## config.mk

```make
export PLATFORM = sky130hd
export DESIGN_NAME = dtw_fifo_sched
export DESIGN_NICKNAME = d
export VERILOG_FILES = /design/src/rtl/dtw_pkg.sv /design/src/rtl/dtw_fifo_sched_rr_arb2.sv /design/src/rtl/dtw_fifo_sched.sv
export SDC_FILE = /design/constraint.sdc
export NUM_CORES = 1
export LEC_CHECK = 0
export BUFFER_PORTS_ARGS = -buffer_cell sky130_fd_sc_hd__buf_2
export CAP_MARGIN = 30
export CORE_MARGIN = 3
export CORE_UTILIZATION = 35
export DETAILED_ROUTE_END_ITERATION = 16
export PLACE_DENSITY = 0.71
export SYNTH_ARGS = -nofsm -noshare
export SYNTH_HDL_FRONTEND = slang
export SYNTH_HIERARCHICAL = 1
export SYNTH_SLANG_ARGS = --single-unit
```

## constraint.sdc

```tcl
create_clock -name clk -period 5.9 [get_ports clk]
set_clock_uncertainty 0.15 [all_clocks]
set_input_delay 0.885 -clock clk [delete_from_list [all_inputs] [get_ports clk]]
set_output_delay 0.885 -clock clk [all_outputs]
set_load 0.02 [all_outputs]
```

## src/rtl/dtw_pkg.sv

```systemverilog
// Shared types for the DTW sample FIFO scheduler: source tags and read-sequencer states.
package dtw_pkg;

    localparam int DTW_DATA_WIDTH = 32;

    typedef logic src_t;
    localparam src_t SRC_REF  = 1'b0;
    localparam src_t SRC_LIVE = 1'b1;

    typedef enum logic [1:0] {
        IDLE,
        WAIT,
        CAPT,
        HOLD
    } rd_state_t;

endpackage

```

## src/rtl/dtw_fifo_sched_rr_arb2.sv

```systemverilog
// Two-way round-robin arbiter: combinational one-hot grant gated by allow,
// a simultaneous request goes to the requester that did not win last.
module rr_arb2 (
    input  logic       clk,
    input  logic       rst,
    input  logic [1:0] req,
    input  logic       allow,
    output logic [1:0] gnt
);
    logic last_q;

    always_comb begin
        gnt = 2'b00;
        if (allow) begin
            case (req)
                2'b01:   gnt = 2'b01;
                2'b10:   gnt = 2'b10;
                2'b11:   gnt = last_q ? 2'b01 : 2'b10;
                default: gnt = 2'b00;
            endcase
        end
    end

    // Reset to 1 so requester 0 wins the first tie.
    always_ff @(posedge clk or posedge rst) begin
        if (rst) begin
            last_q <= 1'b1;
        end else if (|gnt) begin
            last_q <= gnt[1];
        end
    end

endmodule

```

## src/rtl/dtw_fifo_sched.sv

```systemverilog
// Shares one DTW sample FIFO between reference and live producers; reads are sequenced
// into a valid/ready stream, out_valid three edges after rden, one word per four cycles.
module dtw_fifo_sched
    import dtw_pkg::*;
#(
    parameter int DEPTH      = 20,
    parameter int DATA_WIDTH = DTW_DATA_WIDTH
) (
    input  logic                       clk,
    input  logic                       rst,
    input  logic                       en,
    input  logic [1:0]                 req,
    input  logic [DATA_WIDTH-1:0]      data0,
    input  logic [DATA_WIDTH-1:0]      data1,
    output logic [1:0]                 gnt,
    output logic                       fifo_wren,
    output logic [DATA_WIDTH:0]        fifo_wdata,
    output logic                       fifo_rden,
    input  logic [DATA_WIDTH:0]        fifo_rdata,
    output logic                       out_valid,
    input  logic                       out_ready,
    output logic [DATA_WIDTH-1:0]      out_data,
    output logic                       out_src,
    output logic [$clog2(DEPTH+1)-1:0] level
);
    localparam int               LVL_W   = $clog2(DEPTH + 1);
    localparam logic [LVL_W-1:0] LVL_MAX = LVL_W'(DEPTH);

    rd_state_t             rd_state_q;
    logic [LVL_W-1:0]      level_q, level_d;
    logic                  out_valid_q;
    logic [DATA_WIDTH-1:0] out_data_q;
    src_t                  out_src_q;
    logic                  rd_fire;
    logic                  wr_allow;

    // Reads win the shared port; writes are also held off while reset is asserted.
    assign rd_fire  = (rd_state_q == IDLE) && en && (level_q != '0) && !out_valid_q;
    assign wr_allow = !rst && en && (level_q < LVL_MAX) && !rd_fire;

    rr_arb2 u_arb (
        .clk   (clk),
        .rst   (rst),
        .req   (req),
        .allow (wr_allow),
        .gnt   (gnt)
    );

    assign fifo_wren = |gnt;
    assign fifo_rden = rd_fire;

    always_comb begin
        fifo_wdata = '0;
        if (gnt[1]) begin
            fifo_wdata = {SRC_LIVE, data1};
        end else if (gnt[0]) begin
            fifo_wdata = {SRC_REF, data0};
        end
    end

    always_comb begin
        level_d = level_q;
        if (fifo_wren) begin
            level_d = level_q + LVL_W'(1);
        end else if (fifo_rden) begin
            level_d = level_q - LVL_W'(1);
        end
    end

    always_ff @(posedge clk or posedge rst) begin
        if (rst) begin
            rd_state_q  <= IDLE;
            level_q     <= '0;
            out_valid_q <= 1'b0;
            out_data_q  <= '0;
            out_src_q   <= SRC_REF;
        end else begin
            level_q <= level_d;
            case (rd_state_q)
                IDLE: if (rd_fire) rd_state_q <= WAIT;
                WAIT: rd_state_q <= CAPT;
                CAPT: begin
                    out_data_q  <= fifo_rdata[DATA_WIDTH-1:0];
                    out_src_q   <= src_t'(fifo_rdata[DATA_WIDTH]);
                    out_valid_q <= 1'b1;
                    rd_state_q  <= HOLD;
                end
                HOLD: begin
                    if (out_valid_q && out_ready) begin
                        out_valid_q <= 1'b0;
                        rd_state_q  <= IDLE;
                    end
                end
                default: rd_state_q <= IDLE;
            endcase
        end
    end

    assign out_valid = out_valid_q;
    assign out_data  = out_data_q;
    assign out_src   = out_src_q;
    assign level     = level_q;

    always_ff @(posedge clk) begin
        if (!rst) begin
            assert (!(fifo_wren && fifo_rden));
            assert (!(fifo_wren && level_q == LVL_MAX));
            assert (!(fifo_rden && level_q == '0));
        end
    end

endmodule

```

==> run metrics, run 1 <==
status completed; die height around 85 um; Post-synth EDFFs 0; fraction of layout cells with a size suffix above 1 0.670; core area about 5700 um2; max frequency 238 MHz; switch share 0.344; DP HPWL between 5 and 6 mm; filler instances approximately 530; Critical Path Stages 12; Cell Area, Synth around 2200 um2; HP Start out_data[26]$_DFFE_PP0P_; post-synth top area share 0.475; Residual DRC 0; most common cell after layout, fill and taps aside buf_2; max_slew headroom 0.544; Int Power around 560 uW; Seq cells post-synth 42; P&R area growth vs syn 49.7%; total iterations of the first detailed-routing run 4; Reg-to-Reg End level[4]$_DFFE_PP0P_; CP required just under 5 ns; Reg clk slew, reported paths ~0.080 ns; pwr dens ~260 nW/um2; # diodes 0; most frequent cells in the layout buf_2, dfrtp_1, mux2_2, a22o_1, a21oi_1; Synth async-reset ratio 1.00; DR vias/cell between 4 and 5; worst-case clock buffer depth 2; Setup crit end kind output pin; crit path buf inv count 4; final design utilization 0.563; Worst setup SP type register; via count approximately 2100; min cycle time layout ~4.2 ns; uppermost layer routed met4; clk sinks 42; Detailed Route Iter0 Violations 63; level count of the clock H-tree 2; Area contributors post-synth dfrtp_1, mux2_2, a22o_1, ha_1, a21oi_1; Seq pwr share 0.413; die area between 7000 and 8000 um2; crit path cell chain inv_1 -> ha_1 -> nand3b_1 -> a22o_1 -> and3_1 -> nand2_1 -> a21oi_2 -> buf_4 -> nor2b_2 -> buf_8 -> a22o_1 -> buf_2; number of library cell types mapped by synthesis 36; Reg area 1050 um2; Max rail drop VDD roughly 0.15 mV; PortBufs between 150 and 200; number of post-CTS setup repair buffers 0; met1 wire length around 2.6 mm; Root Driver clkbuf_8; FF-to-FF setup slack 2.56 ns; # nets final approximately 460; Final Wtd Congestion about 0.84; Leak approximately 1.9 nW; hold_buf cts 0; RSZ-0062 raised after global routing false; Hold Path End out_data[26]$_DFFE_PP0P_; Clk pwr share 0.269; clk_lat worst skew approximately 0.28 ns; post-synth top area cell dfrtp_1; r2r startpoint rd_state_q[0]$_DFFE_PP0P_; P_sw about 300 uW; total congestion overflow 0; register area share after synthesis 0.488; Final setup viols 0; final number of hold-violating endpoints 0; # resized after CTS 0; Most common cell on crit path a22o_1; met2 wire len about 3.4 mm; worst-path fanout max 37; FP Rows 27; Worst-Margin Slew just under 0.7 ns; Initial Utilization 0.376; post-route ant nets 0; setup_tns 0 ns; Primary FF master, synth dfrtp_1; synthesized net count 282; worst setup path class reg2out; final wirelength ~6.5 mm; Worst Hold Depth 1; vias in the first global route approximately 2100; DIE WIDTH approximately 85 um; I/O pins between 150 and 200; MaxCap Viol Count 0; Comb pwr share 0.319; max-slew violation count 0; Synth Area per Inst approximately 12 um2; routed wl met3 roughly 480 um; largest net degree at the start of global routing 42; multi-input logic area between 1000 and 1500 um2; total global-route track usage 0.177; Worst EP arrival between 3 and 4 ns; Gate Count Post-Synth 175; initial antenna violation count 0; YS warnings 6; HP Class reg2reg; first-pass GRT wire length about 10 mm; DR WL/cell between 15 and 20 um; Crit path largest cell delay about 0.59 ns; Num CTS Buffers 5; period utilization 0.713; dominant delay contributor by cell family on the critical path simple AND/OR/NAND/NOR gates; r2r worst-path depth 16; CTS tree built; Crit-path slowest cell nor2b_2
-- power by group through the flow --
| stage | Sequential (mW) | Clock (mW) | Combinational (mW) |
|---|---|---|---|
| after floorplan | 0.369 | 0 | 0.154 |
| after global placement | 0.357 | 0 | 0.267 |
| after detailed placement | 0.359 | 0 | 0.274 |
| after CTS | 0.354 | 0.236 | 0.275 |
| after global routing | 0.359 | 0.250 | 0.300 |
| final | 0.353 | 0.230 | 0.273 |
-- worst register-to-register path: cells and delay by family, from the launching register on --
kind / cells / cell delay, ns
adders and majority gates: 2 / 0.44
and+or+nand+nor: 8 / 1.36
AOI/OAI and AO/OA: 3 / 0.46
buffers and inverters: 3 / 0.42
DFF: 1 / 0.40
-- logic make-up (layout without fill, tap and decap cells) --
| group | Yosys count | in the layout | share of synthesized area |
|---|---|---|---|
| AO/OA/AOI/OAI | 50 | 50 | 0.197 |
| AND/OR/NAND/NOR | 21 | 21 | 0.0586 |
| adder cells (fa/ha/maj) | 4 | 4 | 0.0232 |
| XOR/XNOR | 2 | 2 | 0.00812 |
| buffers and inverters | 21 | 197 | 0.0435 |
| flip-flops | 42 | 42 | 0.488 |
| multiplexers | 35 | 35 | 0.183 |
-- metal layers --
metal	global-route usage	vias up
met5	0	-
met4	0.0432	0
met3	0.0402	5
met2	0.302	81
met1	0.229	995
li1	-	1004
-- cell type report --
type / count / area share
flip-flops and latches: 42 / 0.326
multi-input cells: 112 / 0.315
inverters: 8 / 0.00929
clock buffers: 6 / 0.0256
repair buffers: 182 / 0.287
clock inverters: 1 / 0.00929
well taps: 72 / 0.0279
-- synth_stat cells, types with 2 or more instances --
library cell  number
inv_1              6
nand2_1            6
mux2_2            33
xnor2_1            2
a22o_1            33
clkbuf_1           8
buf_2              3
a21oi_1            8
and3_1             2
inv_2              2
mux2_1             2
dfrtp_1           41
ha_1               4
nor2_1             3
-- stage by stage --
step / std cells / power, mW / cell area, um2 / worst slack (ns) / hold WS, ns
after floorplan: 175 / 0.524 / 2160 / 1.34 / 0.320
after global placement: 415 / 0.624 / 3100 / 1.56 / 0.333
after detailed placement: 416 / 0.633 / 3120 / 1.69 / 0.340
after CTS: 423 / 0.865 / 3230 / 1.65 / 0.359
after global routing: 423 / 0.910 / 3230 / 1.37 / 0.367
final: 423 / 0.856 / 3230 / 1.69 / 0.354
-- sequential cells by signal, indices dropped and copies added, names as in the netlist --
name,count
level,5
u_arb/last_q,1
rd_state_q,2
out_valid,1
out_data,32
out_src,1
-- worst max path at each step --
stage | startpoint | to | slack, ns
floorplan | rst | fifo_wdata[10] | 1.34
global placement | en | fifo_wdata[13] | 1.56
detailed placement | en | fifo_wdata[23] | 1.69
CTS | rd_state_q[0]$_DFFE_PP0P_ | fifo_wdata[23] | 1.65
global route | rd_state_q[0]$_DFFE_PP0P_ | fifo_wdata[23] | 1.37
finish | rd_state_q[0]$_DFFE_PP0P_ | fifo_wdata[23] | 1.69
Note: power is estimated with default switching activity, not from simulation.
==> run 2: changes to the inputs <==
PLACE_DENSITY = 0.74   (was 0.71)
clock period = 3.5 ns   (was 5.9 ns; I/O delays follow)
==> run 2 against run 1 <==
Die area is the same. Hold slack worse by 0.25 ns. Cell count rose by 0.24%. Setup slack got worse by 1.5 ns. Critical path depth fell by 1. Sequential share of layout area up 0.14 points. Global-route usage down 0.60 points. Core utilization fell by 0.24 points. Flip-flop and latch count stayed put. Non-clock buffer count did not move. Wire length decreased by 1.0%. Power is 60% higher.
==> run metrics, run 2 (synthesized netlist as in run 1, its figures left out) <==
Crit path largest cell delay about 0.38 ns; fraction of layout cells with a size suffix above 1 0.673; total congestion overflow 0; worst setup path class reg2out; DR WL/cell approximately 15 um; max FFs per register 32; min cycle time layout around 3.3 ns; DIE WIDTH 84.5 um; post-route ant nets 0; PortBufs about 180; total global-route track usage 0.171; DP Area 3120 um2; Setup crit end kind output pin; worst-case clock buffer depth 2; Residual DRC 0; Reg clk slew, reported paths around 0.080 ns; number of post-CTS setup repair buffers 0; r2r startpoint rd_state_q[0]$_DFFE_PP0P_; vias in the first global route approximately 2100; Final Wtd Congestion between 0.7 and 0.8; most frequent cells in the layout buf_2, dfrtp_1, mux2_2, a22o_1; Worst-Margin Slew around 0.51 ns; Detailed Route Iter0 Violations 71; max_slew headroom 0.659; level count of the clock H-tree 2; total iterations of the first detailed-routing run 4; Most common cell on crit path a22o_1; max-slew violation count 0; Reg-to-Reg End level[4]$_DFFE_PP0P_; crit path cell chain inv_1 -> ha_1 -> nand3b_1 -> a22o_1 -> and3_1 -> nand2_1 -> a21oi_2 -> nor2b_2 -> buf_6 -> a22o_1 -> buf_2; via count 2067; MaxCap Viol Count 0; status completed; HP Class in2async; CP required approximately 2.8 ns; CTS tree built; RSZ-0062 raised after global routing false; Max rail drop VDD ~0.27 mV; first-pass GRT wire length approximately 10 mm; die height roughly 85 um; Num CTS Buffers 5; DR vias/cell slightly below 5; final number of hold-violating endpoints 0; FP Rows 27; pwr dens between 400 and 500 nW/um2; DP HPWL between 5 and 6 mm; die area 7140 um2; Initial Utilization 0.376; Root Driver clkbuf_8; placed cell count approximately 420; final instance area 3220 um2; setup_tns 0 ns; # diodes 0; largest net degree at the start of global routing 42; most common cell after layout, fill and taps aside buf_2; Finished Layout Cells between 400 and 500; FF-to-FF setup slack between 0.4 and 0.5 ns; final wirelength between 6 and 7 mm; period utilization 0.933; Worst Setup SP rd_state_q[0]$_DFFE_PP0P_; clk sinks 42; I/O pins approximately 180; # nets final around 460; max frequency 306 MHz; r2r worst-path depth 15; Final setup viols 0; clk_lat worst skew about 0.29 ns; P&R area growth vs syn 49.1%; Crit-path slowest cell dfrtp_1; initial antenna violation count 0; CP endpoint fifo_wdata[0]; worst-path fanout max 32; Leak 1.90 nW; Worst setup SP type register; Worst EP arrival around 2.6 ns; core area ~5700 um2
run 2: how the worst min path moves through the flow:
stage,from,end,slack (ns),cells after the start
2_1_floorplan,rst,u_arb/last_q$_DFFE_PP1P_,0.26,1
3_3_place_gp,out_data[29]$_DFFE_PP0P_,out_data[29]$_DFFE_PP0P_,0.33,1
3_5_place_dp,out_data[5]$_DFFE_PP0P_,out_data[5]$_DFFE_PP0P_,0.34,1
4_1_cts,rst,u_arb/last_q$_DFFE_PP1P_,0.09,2
5_1_grt,rst,u_arb/last_q$_DFFE_PP1P_,0.09,2
6_report,rst,u_arb/last_q$_DFFE_PP1P_,0.10,2
run 2: final cells by class:
| class | count | area, um2 |
|---|---|---|
| inverter | 8 | 33.8 |
| clock inverter | 1 | 5.00 |
| tap | 72 | 90.1 |
| timing repair buffer | 182 | 928 |
| sequential | 42 | 1050 |
| multi-input combinational | 112 | 1020 |
| fill | 531 | 2520 |
| clock buffer | 7 | 86.3 |
run 2: layer usage:
layer  vias up  routed length (um)  GRT usage  share of wire
met5         -                   0          0              0
met3         4                 450     0.0422          0.070
met4         0                  40     0.0374         0.0063
met2        71                3290      0.300           0.51
met1       987                2610      0.214           0.41
li1       1005                   -          -              -
run 2: worst max-delay path, delay by kind of cell, from the launching register on:
| family | cells | cell delay, ns |
|---|---|---|
| simple gates | 4 | 0.69 |
| compound gates | 3 | 0.54 |
| buf+inv | 3 | 0.48 |
| flops | 1 | 0.38 |
| fa+ha+maj | 1 | 0.23 |
run 2: stage by stage:
stage | total power [mW] | utilization | worst slack [ns] | hold WS, ns
after floorplan | 0.883 | - | 0.0705 | 0.265
after global placement | 1.05 | 0.542 | 0.494 | 0.333
after detailed placement | 1.06 | 0.542 | 0.412 | 0.340
after CTS | 1.38 | 0.558 | 0.0625 | 0.0899
after global routing | 1.46 | 0.560 | 0.0452 | 0.0879
final | 1.37 | 0.560 | 0.234 | 0.101
run 2: power by group:
part           switching (mW)  internal [mW]  total [mW]
sequential             0.0715          0.524       0.595
clock                   0.155          0.159       0.314
combinational           0.261          0.196       0.457
run 2: repair_timing:
item	4_1_cts	5_1_grt
endpoints found under the setup margin	0	32
hold endpoints to repair	0	0
gates resized for setup	0	3
hold buffers	0	0
